--- src/rtl/alu_pkg.sv ---
// Shared definitions for the ALU execute stage:
// opcodes, condition codes, NZCV bit positions.
package alu_pkg;

  localparam logic [2:0] OP_ADD  = 3'b000;
  localparam logic [2:0] OP_SUB  = 3'b001;
  localparam logic [2:0] OP_AND  = 3'b010;
  localparam logic [2:0] OP_OR   = 3'b011;
  localparam logic [2:0] OP_XOR  = 3'b100;
  localparam logic [2:0] OP_BIC  = 3'b101;
  localparam logic [2:0] OP_MOVB = 3'b110;
  localparam logic [2:0] OP_MVN  = 3'b111;

  localparam int FLAG_N = 3;
  localparam int FLAG_Z = 2;
  localparam int FLAG_C = 1;
  localparam int FLAG_V = 0;

  typedef enum logic [3:0] {
    CC_EQ = 4'h0,
    CC_NE = 4'h1,
    CC_CS = 4'h2,
    CC_CC = 4'h3,
    CC_MI = 4'h4,
    CC_PL = 4'h5,
    CC_VS = 4'h6,
    CC_VC = 4'h7,
    CC_HI = 4'h8,
    CC_LS = 4'h9,
    CC_GE = 4'hA,
    CC_LT = 4'hB,
    CC_GT = 4'hC,
    CC_LE = 4'hD,
    CC_AL = 4'hE,
    CC_NV = 4'hF
  } cond_e;

  // ARM-style condition test against an NZCV snapshot
  function automatic logic cond_pass(
    input cond_e      c,
    input logic [3:0] f
  );
    logic n, z, cy, v, p;
    n  = f[FLAG_N];
    z  = f[FLAG_Z];
    cy = f[FLAG_C];
    v  = f[FLAG_V];
    p  = 1'b0;
    unique case (c)
      CC_EQ: p = z;
      CC_NE: p = ~z;
      CC_CS: p = cy;
      CC_CC: p = ~cy;
      CC_MI: p = n;
      CC_PL: p = ~n;
      CC_VS: p = v;
      CC_VC: p = ~v;
      CC_HI: p = cy & ~z;
      CC_LS: p = ~cy | z;
      CC_GE: p = (n == v);
      CC_LT: p = (n != v);
      CC_GT: p = ~z & (n == v);
      CC_LE: p = z | (n != v);
      CC_AL: p = 1'b1;
      CC_NV: p = 1'b0;
    endcase
    return p;
  endfunction

endpackage

--- src/rtl/alu_exec_stage_alu.sv ---
// Combinational N-bit ALU producing a result
// and {N,Z,C,V}; C on SUB is ARM no-borrow.
module alu_exec_stage_alu
  import alu_pkg::*;
#(
  parameter int N = 4
) (
  input  logic [N-1:0] a_i,
  input  logic [N-1:0] b_i,
  input  logic [2:0]   op_i,
  output logic [N-1:0] y_o,
  output logic [3:0]   flags_o
);

  logic [N:0]   sum;
  logic [N-1:0] y;
  logic         c;
  logic         v;

  // Opcode decode: arithmetic sets C/V, logic clears them
  always_comb begin
    sum = '0;
    y   = '0;
    c   = 1'b0;
    v   = 1'b0;
    unique case (op_i)
      OP_ADD: begin
        sum = {1'b0, a_i} + {1'b0, b_i};
        y   = sum[N-1:0];
        c   = sum[N];
        v   = (a_i[N-1] == b_i[N-1]) &
              (y[N-1] != a_i[N-1]);
      end
      OP_SUB: begin
        sum = {1'b0, a_i} + {1'b0, ~b_i}
            + {{N{1'b0}}, 1'b1};
        y   = sum[N-1:0];
        c   = sum[N];
        v   = (a_i[N-1] != b_i[N-1]) &
              (y[N-1] != a_i[N-1]);
      end
      OP_AND:  y = a_i & b_i;
      OP_OR:   y = a_i | b_i;
      OP_XOR:  y = a_i ^ b_i;
      OP_BIC:  y = a_i & ~b_i;
      OP_MOVB: y = b_i;
      OP_MVN:  y = ~b_i;
      default: y = '0;
    endcase
  end

  assign y_o     = y;
  assign flags_o = {y[N-1], (y == '0), c, v};

endmodule

--- src/rtl/alu_exec_stage.sv ---
// Registered execute stage: conditional ALU op,
// NZCV register, 2-entry result queue.
module alu_exec_stage
  import alu_pkg::*;
#(
  parameter int N     = 4,
  parameter int DEPTH = 2
) (
  input  logic         clk_i,
  input  logic         rst_ni,
  input  logic         in_valid_i,
  output logic         in_ready_o,
  input  logic [N-1:0] a_i,
  input  logic [N-1:0] b_i,
  input  logic [2:0]   opcode_i,
  input  logic [3:0]   cond_i,
  input  logic         set_flags_i,
  input  logic         flush_i,
  output logic         out_valid_o,
  input  logic         out_ready_i,
  output logic [N-1:0] result_o,
  output logic [3:0]   flags_o,
  output logic         executed_o,
  output logic [3:0]   nzcv_o
);

  if (DEPTH != 2) begin : g_depth_chk
    $error("alu_exec_stage: DEPTH must be 2");
  end

  localparam logic [1:0] ST_EMPTY = 2'd0;
  localparam logic [1:0] ST_ONE   = 2'd1;
  localparam logic [1:0] ST_FULL  = 2'd2;

  logic [1:0]   count_q, count_d;
  logic         head_q, head_d;
  logic [3:0]   nzcv_q, nzcv_d;
  logic [N-1:0] res_q [2];
  logic [3:0]   flg_q [2];
  logic         exe_q [2];

  logic [N-1:0] alu_y;
  logic [3:0]   alu_f;
  logic         push;
  logic         pop;
  logic         pass;
  logic         wr_idx;
  logic [N-1:0] ent_res;
  logic [3:0]   ent_flg;

  alu_exec_stage_alu #(.N(N)) u_alu (
    .a_i     (a_i),
    .b_i     (b_i),
    .op_i    (opcode_i),
    .y_o     (alu_y),
    .flags_o (alu_f)
  );

  assign in_ready_o  = (count_q != ST_FULL)
                     & rst_ni & ~flush_i;
  assign out_valid_o = (count_q != ST_EMPTY);
  assign push        = in_valid_i & in_ready_o;
  assign pop         = out_valid_o & out_ready_i;
  assign pass        = cond_pass(cond_e'(cond_i),
                                 nzcv_q);
  // Tail slot sits just past the head when one
  // entry is already held.
  assign wr_idx      = head_q ^ count_q[0];
  assign ent_res     = pass ? alu_y : '0;
  assign ent_flg     = pass ? alu_f : nzcv_q;

  // Occupancy FSM, head pointer and flag update
  always_comb begin
    count_d = count_q;
    head_d  = head_q;
    nzcv_d  = nzcv_q;
    unique case (count_q)
      ST_EMPTY: if (push) count_d = ST_ONE;
      ST_ONE: begin
        if (push & ~pop)      count_d = ST_FULL;
        else if (pop & ~push) count_d = ST_EMPTY;
      end
      ST_FULL:  if (pop) count_d = ST_ONE;
      default:  count_d = ST_EMPTY;
    endcase
    if (flush_i) count_d = ST_EMPTY;
    if (pop)     head_d  = ~head_q;
    if (push & pass & set_flags_i)
      nzcv_d = alu_f;
  end

  // Control and flag state
  always_ff @(posedge clk_i or negedge rst_ni) begin
    if (!rst_ni) begin
      count_q <= ST_EMPTY;
      head_q  <= 1'b0;
      nzcv_q  <= 4'b0000;
    end else begin
      count_q <= count_d;
      head_q  <= head_d;
      nzcv_q  <= nzcv_d;
    end
  end

  // Queue storage, written at the tail on push
  always_ff @(posedge clk_i or negedge rst_ni) begin
    if (!rst_ni) begin
      for (int i = 0; i < 2; i++) begin
        res_q[i] <= '0;
        flg_q[i] <= '0;
        exe_q[i] <= 1'b0;
      end
    end else if (push) begin
      res_q[wr_idx] <= ent_res;
      flg_q[wr_idx] <= ent_flg;
      exe_q[wr_idx] <= pass;
    end
  end

  assign result_o   = out_valid_o
                    ? res_q[head_q] : '0;
  assign flags_o    = out_valid_o
                    ? flg_q[head_q] : 4'b0000;
  assign executed_o = out_valid_o & exe_q[head_q];
  assign nzcv_o     = nzcv_q;

endmodule

--- config.mk ---
export PLATFORM = sky130hd
export DESIGN_NAME = alu_exec_stage
export DESIGN_NICKNAME = d
export VERILOG_FILES = /design/src/rtl/alu_pkg.sv /design/src/rtl/alu_exec_stage_alu.sv /design/src/rtl/alu_exec_stage.sv
export SDC_FILE = /design/constraint.sdc
export NUM_CORES = 1
export LEC_CHECK = 0
export CORE_MARGIN = 2
export CORE_UTILIZATION = 55
export DETAILED_ROUTE_END_ITERATION = 10
export PLACE_DENSITY_LB_ADDON = 0.2
export SKIP_LAST_GASP = 1
export SLEW_MARGIN = 20
export SYNTH_ARGS = -nofsm -noshare
export SYNTH_HDL_FRONTEND = slang
export SYNTH_SLANG_ARGS = --single-unit
--- constraint.sdc ---
create_clock -name clk_i -period 4.8 [get_ports clk_i]
set_clock_uncertainty 0.1 [all_clocks]
set_input_delay 0.96 -clock clk_i [delete_from_list [all_inputs] [get_ports clk_i]]
set_output_delay 0.96 -clock clk_i [all_outputs]
set_load 0.02 [all_outputs]
==> flow_summary.toml <==
[finish]
final_area_mm2 = 0.002536
diodes = 0
drive_gt1_frac = 0.06618
synthToLayoutAreaGrowth_pct = 18.89
finalNonFillerCells = 320
fin_nets = 308

[sta]
worstMarginPinSlew_ns = 0.7657
rsz0062_at_grt = "false"
finalMaxSlewViolations = 0
max_freq_mhz = 290.2
setup_violations = 0
hold_viol_final = 0
slew_headroom = 0.4879
min_period_ns = 3.446
finalCritPeriodShare = 0.7179
worst_slack_ns = 1.354
fin_tns_setup_ns = 0

[place]
dp.cells = 316
portBuffers = 35
place_congestion = 0.8747
postPlaceCellArea_mm2 = 0.002487
hpwl_um = 3572
place_ws_ns = 1.245

[setup_path]
required_ns = 3.74
path_class = "input pin to output pin"
cp_max_fo = 2
cp_top_family = "buffers and inverters"
crit_arrival_ns = 2.39
crit_path_end_kind = "output pin"
start_kind = "input pin"
cp_cell_sequence = "clkdlybuf4s50_1, nor3b_1, clkdlybuf4s50_1"
crit_slowest_cell = "clkdlybuf4s50_1"
crit_path_frequent_cell = "clkdlybuf4s50_1"
path_buf_inv = 2
cp_slowest_stage_delay_ns = 0.66

[pwr]
power.switching_uw = 311.1
swShare = 0.3672
p_seq_frac = 0.430
p_clk_frac = 0.151
total_power_uw = 847.2
powerDensity_mw_per_mm2 = 334.1
irDropWorstVdd_mv = 0.1854
p_leak_nw = 1.087
p_comb_frac = 0.418
p_int_uw = 536.2

[route]
drt-initial-drc-count = 105
wl_um = 4588
wire_per_inst_um = 14.34
vias = 1853
drc_errors = 0
ant_nets = 0
drt-pass1-iter-count = 4
viasPerCell = 5.791

[yosys]
yosysWarnings = 0
yosysMostFrequentCell = "nor2_1"
syn_nets = 280
syn-cell-area_mm2 = 0.002133
yosys-top-cells-area = "dfrtp_1 (29%), ha_1 (7.0%), mux2i_1 (6.1%), nor2_1 (4.9%), o21ai_0 (3.5%)"
ys_seq_area_frac = 0.2933
ys_ff_latch = 25
synth_flop_cell = "dfrtp_1"
syn_avg_cell_area_um2 = 8.707
async_reset_ff_frac = 1.000
netlist_instances = 245
synth-edff-count = 0
synthTopCellsByCount = "nor2_1 (28), dfrtp_1 (25), nand2_1 (16)"
synth.distinct_cells = 55
synth_top_area_frac = 0.2933
yosys.area.top_type = "dfrtp_1"

[floorplan]
initial_core_util = 0.5784
die-area_mm2 = 0.004393
rows = 22
io_pins = 36
die_x_um = 66.28
die_h_um = 66.28
core_mm2 = 0.003689

[global_route]
grt_pass1_vias = 1770
grt_first_pass_wirelength_um = 7859
grt_use_total = 0.2256
grt_max_degree = 29
antenna_found_initial = 0
overflow = 0

[clock_network]
cts_resized = 0
clk_path_buf_depth = 2
clockRootBuffer = "clkbuf_8"
worstSkewPairLatency_ns = 0.27
tritoncts = "yes"
htreeDepth = 1
cts_hold_buf = 0
clk_pin_slew_ns = 0.09
post_cts_buffers = 0
cts_inserted_buffers = 3
cts.sinks = 25

[min_path]
hp-class = "flip-flop to flip-flop"

[job]
cap_violations = 0

[outcome]
status = "finished, final reports clean"
[through the flow]
stage	hold slack, ns	util
2_1_floorplan	0.3492	-
3_3_place_gp	0.3629	0.6744
3_5_place_dp	0.3743	0.6744
4_1_cts	0.3917	0.6876
5_1_grt	0.4272	0.6876
6_report	0.3932	0.6876
[tightest hold or removal path, cell delays in order (launching register included)]
cell and delay, ns:
dfrtp_1 0.35, nand2_1 0.05, o21ai_0 0.06
[cell usage in the layout (no fill, tap or decap), types with 5 or more instances in the layout]
cell type        count
nor2_1              28
nor3_1              10
mux2_2               6
dfrtp_1             25
nand2_1             16
a21oi_1             10
inv_1               14
ha_1                12
xnor2_1              6
nor2b_1              7
clkdlybuf4s50_1     35
o21ai_0             15
a31oi_1              9
mux2i_1             13
nand3_1              5
[power by group through the flow]
stage / logic [mW] / registers [mW] / clock network, mW
after floorplan: 0.268 / 0.340 / 0
after global placement: 0.345 / 0.366 / 0
after detailed placement: 0.356 / 0.370 / 0
after CTS: 0.358 / 0.365 / 0.129
after global routing: 0.394 / 0.376 / 0.140
final: 0.354 / 0.365 / 0.128
[routing by layer]
metal  up-vias  wire [um]  part of all wire  track usage
li1        936          -                 -            -
met1       863       2149              0.47       0.2947
met2        48       2228              0.49       0.3925
met3         6        174             0.038      0.03748
met4         0         34            0.0074      0.04337
met5         -          0                 0            0
[final cells by class]
type | instances | area, um^2
fill | 319 | 1152
multi-input combinational | 193 | 1391
timing repair buffer | 36 | 357.8
sequential | 25 | 625.6
tap | 48 | 60.06
inverter | 14 | 52.55
clock inverter | 1 | 7.507
clock buffer | 3 | 41.29
[cell families after synthesis]
| family | synth area share |
|---|---|
| simple gates | 0.2147 |
| flops | 0.2933 |
| xor+xnor | 0.04809 |
| buf+inv | 0.05454 |
| fa+ha+maj | 0.08915 |
| compound gates | 0.1848 |
| mux | 0.1155 |
[registers in the layout, indices dropped and copies added (netlist names)]
signal and count:
nzcv_o 4, flg_q 8, head_q 1, exe_q 2, res_q 8, count_q 2
[final timing paths]
check | startpoint | endpoint | slack [ns] | depth (start not counted)
setup / recovery | rst_ni | in_ready_o | 1.35 | 3
hold / removal | exe_q[0] | exe_q[0] | 0.39 | 2
setup reg to reg | nzcv_o[2] | nzcv_o[3] | 2.49 | 6
hold reg to reg | exe_q[0] | exe_q[0] | 0.39 | 2
max in group asynchronous | rst_ni | flg_q[5] | 3.33 | 2
min in group asynchronous | rst_ni | flg_q[2] | 1.02 | 2
Note: power is estimated with default switching activity, not from simulation.
